--- src/rtl/idu_pipe_if.sv ---
// Decode-stage handshake bundle: upstream instruction offer plus downstream decoded result.
interface idu_pipe_if #(parameter int XLEN = 32);
  logic            in_valid;
  logic            in_ready;
  logic [31:0]     in_inst;
  logic [XLEN-1:0] in_pc;
  logic [XLEN-1:0] rs1_data_i;
  logic [XLEN-1:0] rs2_data_i;
  logic            out_valid;
  logic            out_ready;
  logic [XLEN-1:0] out_pc;
  logic [4:0]      out_rd;
  logic [4:0]      out_rs1;
  logic [4:0]      out_rs2;
  logic [6:0]      out_opcode;
  logic [2:0]      out_funct3;
  logic [6:0]      out_funct7;
  logic [XLEN-1:0] out_imm;
  logic [XLEN-1:0] out_rs1_data;
  logic [XLEN-1:0] out_rs2_data;
  logic            out_illegal;

  modport slave (
    input  in_valid, in_inst, in_pc, rs1_data_i, rs2_data_i, out_ready,
    output in_ready, out_valid, out_pc, out_rd, out_rs1, out_rs2, out_opcode,
           out_funct3, out_funct7, out_imm, out_rs1_data, out_rs2_data, out_illegal
  );
  modport master (
    output in_valid, in_inst, in_pc, rs1_data_i, rs2_data_i, out_ready,
    input  in_ready, out_valid, out_pc, out_rd, out_rs1, out_rs2, out_opcode,
           out_funct3, out_funct7, out_imm, out_rs1_data, out_rs2_data, out_illegal
  );
endinterface

--- src/rtl/idu_pipe.sv ---
// RV decode stage: combinational field/immediate decode captured into a two-entry
// main+skid buffer with registered in_ready, operand data sampled at accept.
module idu_pipe #(
  parameter int XLEN    = 32,
  parameter int ZERO_X0 = 1
) (
  input  logic        clk,
  input  logic        rst_n,
  input  logic        flush,
  idu_pipe_if.slave   bus,
  output logic [31:0] dec_cnt
);
  typedef struct packed {
    logic [XLEN-1:0] pc;
    logic [XLEN-1:0] imm;
    logic [XLEN-1:0] rs1_data;
    logic [XLEN-1:0] rs2_data;
    logic [4:0]      rd;
    logic [4:0]      rs1;
    logic [4:0]      rs2;
    logic [6:0]      opcode;
    logic [6:0]      funct7;
    logic [2:0]      funct3;
    logic            illegal;
  } ent_t;

  ent_t        dec, m_q, s_q, m_n;
  logic        m_vld, s_vld, rdy_q;
  logic        m_vld_n, s_vld_n, ld_m, ld_s;
  logic        acc, drain, known;
  logic [31:0] inst, imm32;

  assign acc   = bus.in_valid & rdy_q;
  assign drain = m_vld & bus.out_ready;

  always_comb begin
    inst       = bus.in_inst;
    dec        = '0;
    dec.pc     = bus.in_pc;
    dec.opcode = inst[6:0];
    dec.rd     = inst[11:7];
    dec.funct3 = inst[14:12];
    dec.rs1    = inst[19:15];
    dec.rs2    = inst[24:20];
    dec.funct7 = inst[31:25];
    imm32      = '0;
    known      = 1'b1;
    case (inst[6:0])
      7'b0010011, 7'b0000011, 7'b1100111: imm32 = {{20{inst[31]}}, inst[31:20]};
      7'b0100011: imm32 = {{20{inst[31]}}, inst[31:25], inst[11:7]};
      7'b1100011: imm32 = {{19{inst[31]}}, inst[31], inst[7], inst[30:25], inst[11:8], 1'b0};
      7'b0110111, 7'b0010111: imm32 = {inst[31:12], 12'b0};
      7'b1101111: imm32 = {{11{inst[31]}}, inst[31], inst[19:12], inst[20], inst[30:21], 1'b0};
      7'b0110011: imm32 = '0;
      default:    known = 1'b0;
    endcase
    dec.imm     = XLEN'($signed(imm32));
    dec.illegal = !known
                | (inst[6:0] == 7'b0110011 && inst[31:25] != 7'b0000000 && inst[31:25] != 7'b0100000)
                | (inst[6:0] == 7'b1100111 && inst[14:12] != 3'b000);
    dec.rs1_data = (ZERO_X0 != 0 && inst[19:15] == 5'd0) ? '0 : bus.rs1_data_i;
    dec.rs2_data = (ZERO_X0 != 0 && inst[24:20] == 5'd0) ? '0 : bus.rs2_data_i;
  end

  // in_ready mirrors !s_vld, so an accept never coincides with a full skid.
  always_comb begin
    m_vld_n = m_vld;
    s_vld_n = s_vld;
    ld_m    = 1'b0;
    ld_s    = 1'b0;
    m_n     = dec;
    if (drain && s_vld) begin
      ld_m    = 1'b1;
      m_n     = s_q;
      s_vld_n = 1'b0;
    end else if (acc && (!m_vld || drain)) begin
      ld_m    = 1'b1;
      m_vld_n = 1'b1;
    end else if (acc) begin
      ld_s    = 1'b1;
      s_vld_n = 1'b1;
    end else if (drain) begin
      m_vld_n = 1'b0;
    end
  end

  always_ff @(posedge clk) begin
    if (!rst_n) begin
      m_q     <= '0;
      s_q     <= '0;
      m_vld   <= 1'b0;
      s_vld   <= 1'b0;
      rdy_q   <= 1'b1;
      dec_cnt <= '0;
    end else begin
      if (drain) dec_cnt <= dec_cnt + 32'd1;
      // Flush only drops valids; stale payload is harmless once invalid.
      if (flush) begin
        m_vld <= 1'b0;
        s_vld <= 1'b0;
        rdy_q <= 1'b1;
      end else begin
        m_vld <= m_vld_n;
        s_vld <= s_vld_n;
        rdy_q <= !s_vld_n;
        if (ld_m) m_q <= m_n;
        if (ld_s) s_q <= dec;
      end
    end
  end

  assign bus.in_ready     = rdy_q;
  assign bus.out_valid    = m_vld;
  assign bus.out_pc       = m_q.pc;
  assign bus.out_rd       = m_q.rd;
  assign bus.out_rs1      = m_q.rs1;
  assign bus.out_rs2      = m_q.rs2;
  assign bus.out_opcode   = m_q.opcode;
  assign bus.out_funct3   = m_q.funct3;
  assign bus.out_funct7   = m_q.funct7;
  assign bus.out_imm      = m_q.imm;
  assign bus.out_rs1_data = m_q.rs1_data;
  assign bus.out_rs2_data = m_q.rs2_data;
  assign bus.out_illegal  = m_q.illegal;
endmodule

--- src/flat_wrapper.sv ---
// flat-port wrapper written by rule: the top's interface ports become plain ports
module idu_pipe_flat 
#(
  parameter int XLEN    = 32,
  parameter int ZERO_X0 = 1
)
  (clk, rst_n, flush, dec_cnt, bus_in_valid, bus_in_inst, bus_in_pc, bus_rs1_data_i, bus_rs2_data_i, bus_out_ready, bus_in_ready, bus_out_valid, bus_out_pc, bus_out_rd, bus_out_rs1, bus_out_rs2, bus_out_opcode, bus_out_funct3, bus_out_funct7, bus_out_imm, bus_out_rs1_data, bus_out_rs2_data, bus_out_illegal);
  idu_pipe_if #(.XLEN(XLEN)) bus_i ();
  input  logic clk;
  input  logic rst_n;
  input  logic flush;
  output logic [31:0] dec_cnt;
  input wire logic [$bits(bus_i.in_valid)-1:0] bus_in_valid;
  input wire logic [$bits(bus_i.in_inst)-1:0] bus_in_inst;
  input wire logic [$bits(bus_i.in_pc)-1:0] bus_in_pc;
  input wire logic [$bits(bus_i.rs1_data_i)-1:0] bus_rs1_data_i;
  input wire logic [$bits(bus_i.rs2_data_i)-1:0] bus_rs2_data_i;
  input wire logic [$bits(bus_i.out_ready)-1:0] bus_out_ready;
  output wire logic [$bits(bus_i.in_ready)-1:0] bus_in_ready;
  output wire logic [$bits(bus_i.out_valid)-1:0] bus_out_valid;
  output wire logic [$bits(bus_i.out_pc)-1:0] bus_out_pc;
  output wire logic [$bits(bus_i.out_rd)-1:0] bus_out_rd;
  output wire logic [$bits(bus_i.out_rs1)-1:0] bus_out_rs1;
  output wire logic [$bits(bus_i.out_rs2)-1:0] bus_out_rs2;
  output wire logic [$bits(bus_i.out_opcode)-1:0] bus_out_opcode;
  output wire logic [$bits(bus_i.out_funct3)-1:0] bus_out_funct3;
  output wire logic [$bits(bus_i.out_funct7)-1:0] bus_out_funct7;
  output wire logic [$bits(bus_i.out_imm)-1:0] bus_out_imm;
  output wire logic [$bits(bus_i.out_rs1_data)-1:0] bus_out_rs1_data;
  output wire logic [$bits(bus_i.out_rs2_data)-1:0] bus_out_rs2_data;
  output wire logic [$bits(bus_i.out_illegal)-1:0] bus_out_illegal;
  assign bus_i.in_valid = bus_in_valid;
  assign bus_i.in_inst = bus_in_inst;
  assign bus_i.in_pc = bus_in_pc;
  assign bus_i.rs1_data_i = bus_rs1_data_i;
  assign bus_i.rs2_data_i = bus_rs2_data_i;
  assign bus_i.out_ready = bus_out_ready;
  assign bus_in_ready = bus_i.in_ready;
  assign bus_out_valid = bus_i.out_valid;
  assign bus_out_pc = bus_i.out_pc;
  assign bus_out_rd = bus_i.out_rd;
  assign bus_out_rs1 = bus_i.out_rs1;
  assign bus_out_rs2 = bus_i.out_rs2;
  assign bus_out_opcode = bus_i.out_opcode;
  assign bus_out_funct3 = bus_i.out_funct3;
  assign bus_out_funct7 = bus_i.out_funct7;
  assign bus_out_imm = bus_i.out_imm;
  assign bus_out_rs1_data = bus_i.out_rs1_data;
  assign bus_out_rs2_data = bus_i.out_rs2_data;
  assign bus_out_illegal = bus_i.out_illegal;
  idu_pipe #(.XLEN(XLEN), .ZERO_X0(ZERO_X0)) u_core (.clk(clk), .rst_n(rst_n), .flush(flush), .bus(bus_i), .dec_cnt(dec_cnt));
endmodule
--- config.mk ---
export PLATFORM = sky130hd
export DESIGN_NAME = idu_pipe_flat
export DESIGN_NICKNAME = d
export VERILOG_FILES = /design/src/rtl/idu_pipe_if.sv /design/src/rtl/idu_pipe.sv /design/src/flat_wrapper.sv
export SDC_FILE = /design/constraint.sdc
export NUM_CORES = 1
export LEC_CHECK = 0
export ABC_AREA = 1
export CORE_MARGIN = 2
export CORE_UTILIZATION = 34
export CTS_BUF_LIST = sky130_fd_sc_hd__clkbuf_4 sky130_fd_sc_hd__clkbuf_8 sky130_fd_sc_hd__clkbuf_16
export DETAILED_ROUTE_END_ITERATION = 10
export RECOVER_POWER = 25
export SYNTH_ARGS = -nofsm -noshare
export SYNTH_HDL_FRONTEND = slang
export SYNTH_SLANG_ARGS = --single-unit
--- constraint.sdc ---
create_clock -name clk -period 2 [get_ports clk]
set_input_delay 0.4 -clock clk [delete_from_list [all_inputs] [get_ports clk]]
set_output_delay 0.4 -clock clk [all_outputs]
set_load 0.01 [all_outputs]
==> results.rst <==
.. list-table::
   :header-rows: 1

   * - Metric
     - Value
   * - Bufs and invs on worst path
     - 1
   * - Horiz. Die Dim
     - 221 um
   * - Number of flip-flops and latches in the synthesized netlist
     - 357
   * - Clk Tree Root Cell
     - clkbuf_16
   * - Post-route antenna net violation count
     - 0
   * - Worst voltage drop across the vdd grid
     - 0.000474 V
   * - Worst path cell trace
     - clkdlybuf4s50_1
   * - Setup crit end kind
     - output pin
   * - Total detailed-routing wirelength
     - 51,400 um
   * - Number of antenna violations at the first check in global routing
     - 2
   * - Combined area of all synthesized cells
     - 16,000 um2
   * - Arrival @ worst endpoint
     - 1.55 ns
   * - Clock-pin slew on the worst setup and hold paths
     - 0.06 ns
   * - Clock Latency Late Sink
     - 0.57 ns
   * - Area of the die
     - 48,800 um2
   * - Critical path's top delay family
     - buffers and inverters
   * - Fin crit share
     - roughly 100%
   * - Detailed Route Iter0 Violations
     - 1,143
   * - Critical Path RT
     - between 1.5 and 2 ns
   * - Number of slew-limit violations in the final report
     - 0
   * - Final net count
     - 2,780
   * - Highest clock rate
     - 0.513 GHz
   * - Critical Path Start Type
     - flop
   * - Vias per Instance
     - between 4 and 5
   * - Slew @ Worst Pin
     - 0.646 ns
   * - Warnings from Yosys
     - 0
   * - Number of clock sinks
     - 357
   * - Global-route usage over all layers
     - 20.7%
   * - Net count after synthesis
     - 2,445
   * - Clock tree from TritonCTS
     - built
   * - Final RePlAce weighted congestion
     - 0.907
   * - Total Power
     - 17.0 mW
   * - Max transition margin
     - between 50% and 60%
   * - Worst path slowest cell
     - clkdlybuf4s50_1
   * - DIE HEIGHT
     - 221 um
   * - Kind of critical path
     - flop to output pin
   * - Pin count of the biggest net entering global routing
     - between 80 and 90
   * - Count of cell types in the netlist
     - 32
   * - Power density over cell area
     - 776 nW/um2
   * - Maximum fanout along the worst path
     - 2
   * - Placed Instances
     - 3,209
   * - Placeable core region
     - 46,500 um2
   * - Number of remaining DRC errors
     - 0
   * - Number of max-cap violations
     - 0
   * - Htree depth
     - 2
   * - Initial core utilization
     - between 30% and 40%
   * - Gate count after technology mapping
     - 2,311
   * - Setup repair after global routing missed its margin
     - no
   * - Number of placement rows
     - 79
   * - Per-cell routed wire length
     - 15.7 um
   * - Endpoints failing hold
     - 0
   * - Time the final worst path needs with I/O delays and setup
     - 1.95 ns
   * - Via count
     - 16,217
   * - TNS Setup
     - 0 ns
   * - Fraction of layout cells with a size suffix above 1
     - 8.56%
   * - Hold/Removal Path Class
     - input port to flop
   * - Number of clock buffers inserted by TritonCTS
     - 42
   * - Leakage power figure
     - between 9 and 10 nW
   * - Final setup slack of the worst path
     - 0.0488 ns
   * - Area Overhead vs Synth
     - 36.7%
   * - Detailed-routing iteration count for the pre-antenna-repair pass
     - 5
   * - Vias in the first global route
     - between 15,000 and 20,000
   * - HPWL reported at the end of detailed placement
     - approximately 36,000 um
   * - Worst path max stage delay
     - about 0.67 ns
   * - Gr ovfl total
     - 0
   * - Post-synthesis sequential area ratio
     - between 40% and 50%
   * - Number of port buffers
     - 327
   * - Wire length of the first global-routing pass
     - 83,000 um
   * - Boundary pin count
     - 328
   * - Clock buffer depth
     - 3
   * - Fin Clk Skew
     - 0.0242 ns
   * - Placement-stage worst setup slack
     - -0.258 ns
   * - Finished Layout Cells
     - 3,284
   * - Total setup violations reported at the end of the flow
     - 0
   * - Result of the run
     - completed
   * - Avg Synthesized Cell Area
     - approximately 7 um2
## layout make-up
cell class / instances / area (um2)
Timing Repair Buffer: 447 / 4450
Sequential cell: 357 / 7170
Inverter: 276 / 1040
Multi-Input combinational cell: 1522 / 7080
Tap cell: 607 / 759
Clock inverter: 15 / 153
Clock buffer: 58 / 1210
Antenna cell: 2 / 5.00
Fill cell: 4634 / 24600
## cells in the mapped netlist
master    count  share of area (%)
nand2_1     404                9.5
xnor2_1       4               0.22
dfxtp_1     357                 45
nor2_2        6               0.23
o21ai_1      72                2.3
buf_6        14               0.99
nor3_2        1              0.063
nor3_4        1               0.10
nor4_1        1              0.039
inv_1       269                6.3
clkbuf_1     91                2.1
nor2_1      310                7.3
o211ai_1     58                2.7
nor3_1        9               0.28
ha_1          1              0.078
nand4_1       3               0.12
clkinv_1      1              0.023
buf_4         5               0.23
o21bai_1     37                1.7
inv_2         6               0.14
nand3b_1     10               0.47
o21a_1        3               0.14
a21oi_1     287                9.0
o21ai_0     270                8.4
nor2_4        1              0.070
a31oi_1       1              0.039
buf_2        32                1.0
nand3_2       1              0.063
nand2_2       4               0.16
nand3_1      37                1.2
nand2_4       1              0.070
buf_1        14               0.33
## worst paths after layout
check / startpoint / endpoint / slack (ns) / cells past startpoint
setup / recovery: u_core.bus.out_rs2[0] / bus_out_rs2[0] / 0.05 / 1
hold / removal: rst_n / u_core.s_q[27] / 0.21 / 3
setup reg to reg: u_core.bus.out_valid / u_core.bus.out_rs2_data[1] / 0.14 / 9
hold reg to reg: u_core.s_q[157] / u_core.s_q[157] / 0.45 / 2
## timing repair
action	4_1_cts	5_1_grt
setup buffers	0	0
pin swaps	0	0
resized for setup	20	7
setup endpoints to repair	20	7
hold buffers	0	0
## cell usage in the layout, fill, tap and decap left out, drive strengths merged, types with 2 or more instances in the layout
master	count
clkbuf	80
o21a	3
o21ai	342
diode	2
nand3b	10
clkinvlp	2
inv	275
nor3	11
clkinv	12
nand3	38
o211ai	58
a21oi	287
buf	101
clkdlybuf4s25	2
o21bai	37
dlygate4sd2	5
nand2	409
clkdlybuf4s50	316
bufinv	2
nor2	317
xnor2	4
nand4	3
dfxtp	357
## per-layer routing
layer,track usage (%),vias to the layer above,wire length [um]
met4,8.18,0,1680
met2,33.0,476,23100
met3,5.55,109,3860
met5,0,-,0
li1,-,8123,-
met1,26.5,7509,22700
## per-stage QoR
step / cell area, um2 / util (%) / hold slack [ns]
2_1_floorplan: 16000 / - / 0.427
3_3_place_gp: 20600 / 44.2 / 0.437
3_5_place_dp: 20600 / 44.2 / 0.443
4_1_cts: 21900 / 47.2 / 0.188
5_1_grt: 21900 / 47.1 / 0.212
6_report: 21900 / 47.1 / 0.212
## sequential cells by signal, summed over array words and instances (netlist names), 5 cells and up
signal,flops
u_core.bus.out_rs1,5
u_core.bus.out_rs2_data,32
u_core.bus.out_opcode,7
u_core.bus.out_rd,5
u_core.bus.out_funct7,7
u_core.bus.out_pc,32
u_core.bus.out_rs2,5
u_core.dec_cnt,32
u_core.s_q,161
u_core.bus.out_rs1_data,32
u_core.bus.out_imm,32
## where the power goes
group          leakage (nW)  internal, mW  switching (mW)  total (mW)
Clock                 0.686          4.51            3.07        7.58
Combinational          5.48         0.942           0.958        1.90
Sequential             2.91          7.36           0.142        7.50
Total                  9.08          12.8            4.17        17.0
## kinds of logic (layout without fill, tap and decap cells)
| logic type | count (synthesis) | in the layout | synth area share, % |
|---|---|---|---|
| simple gates | 789 | 789 | 19.6 |
| xor+xnor | 4 | 4 | 0.219 |
| flops | 357 | 357 | 44.7 |
| other cells | 0 | 2 | 0 |
| compound gates | 728 | 728 | 24.3 |
| fa+ha+maj | 1 | 1 | 0.0782 |
| buf+inv | 432 | 796 | 11.2 |
## worst reg2reg max path: stages, from the launching register on
cell,delay (ns)
dfxtp_1,0.37
inv_2,0.07
o21ai_1,0.18
inv_2,0.07
nor3_4,0.24
clkbuf_2,0.34
buf_12,0.18
o21ai_0,0.09
o21ai_1,0.16
inv_1,0.06
(Power assumes the default switching activity.)
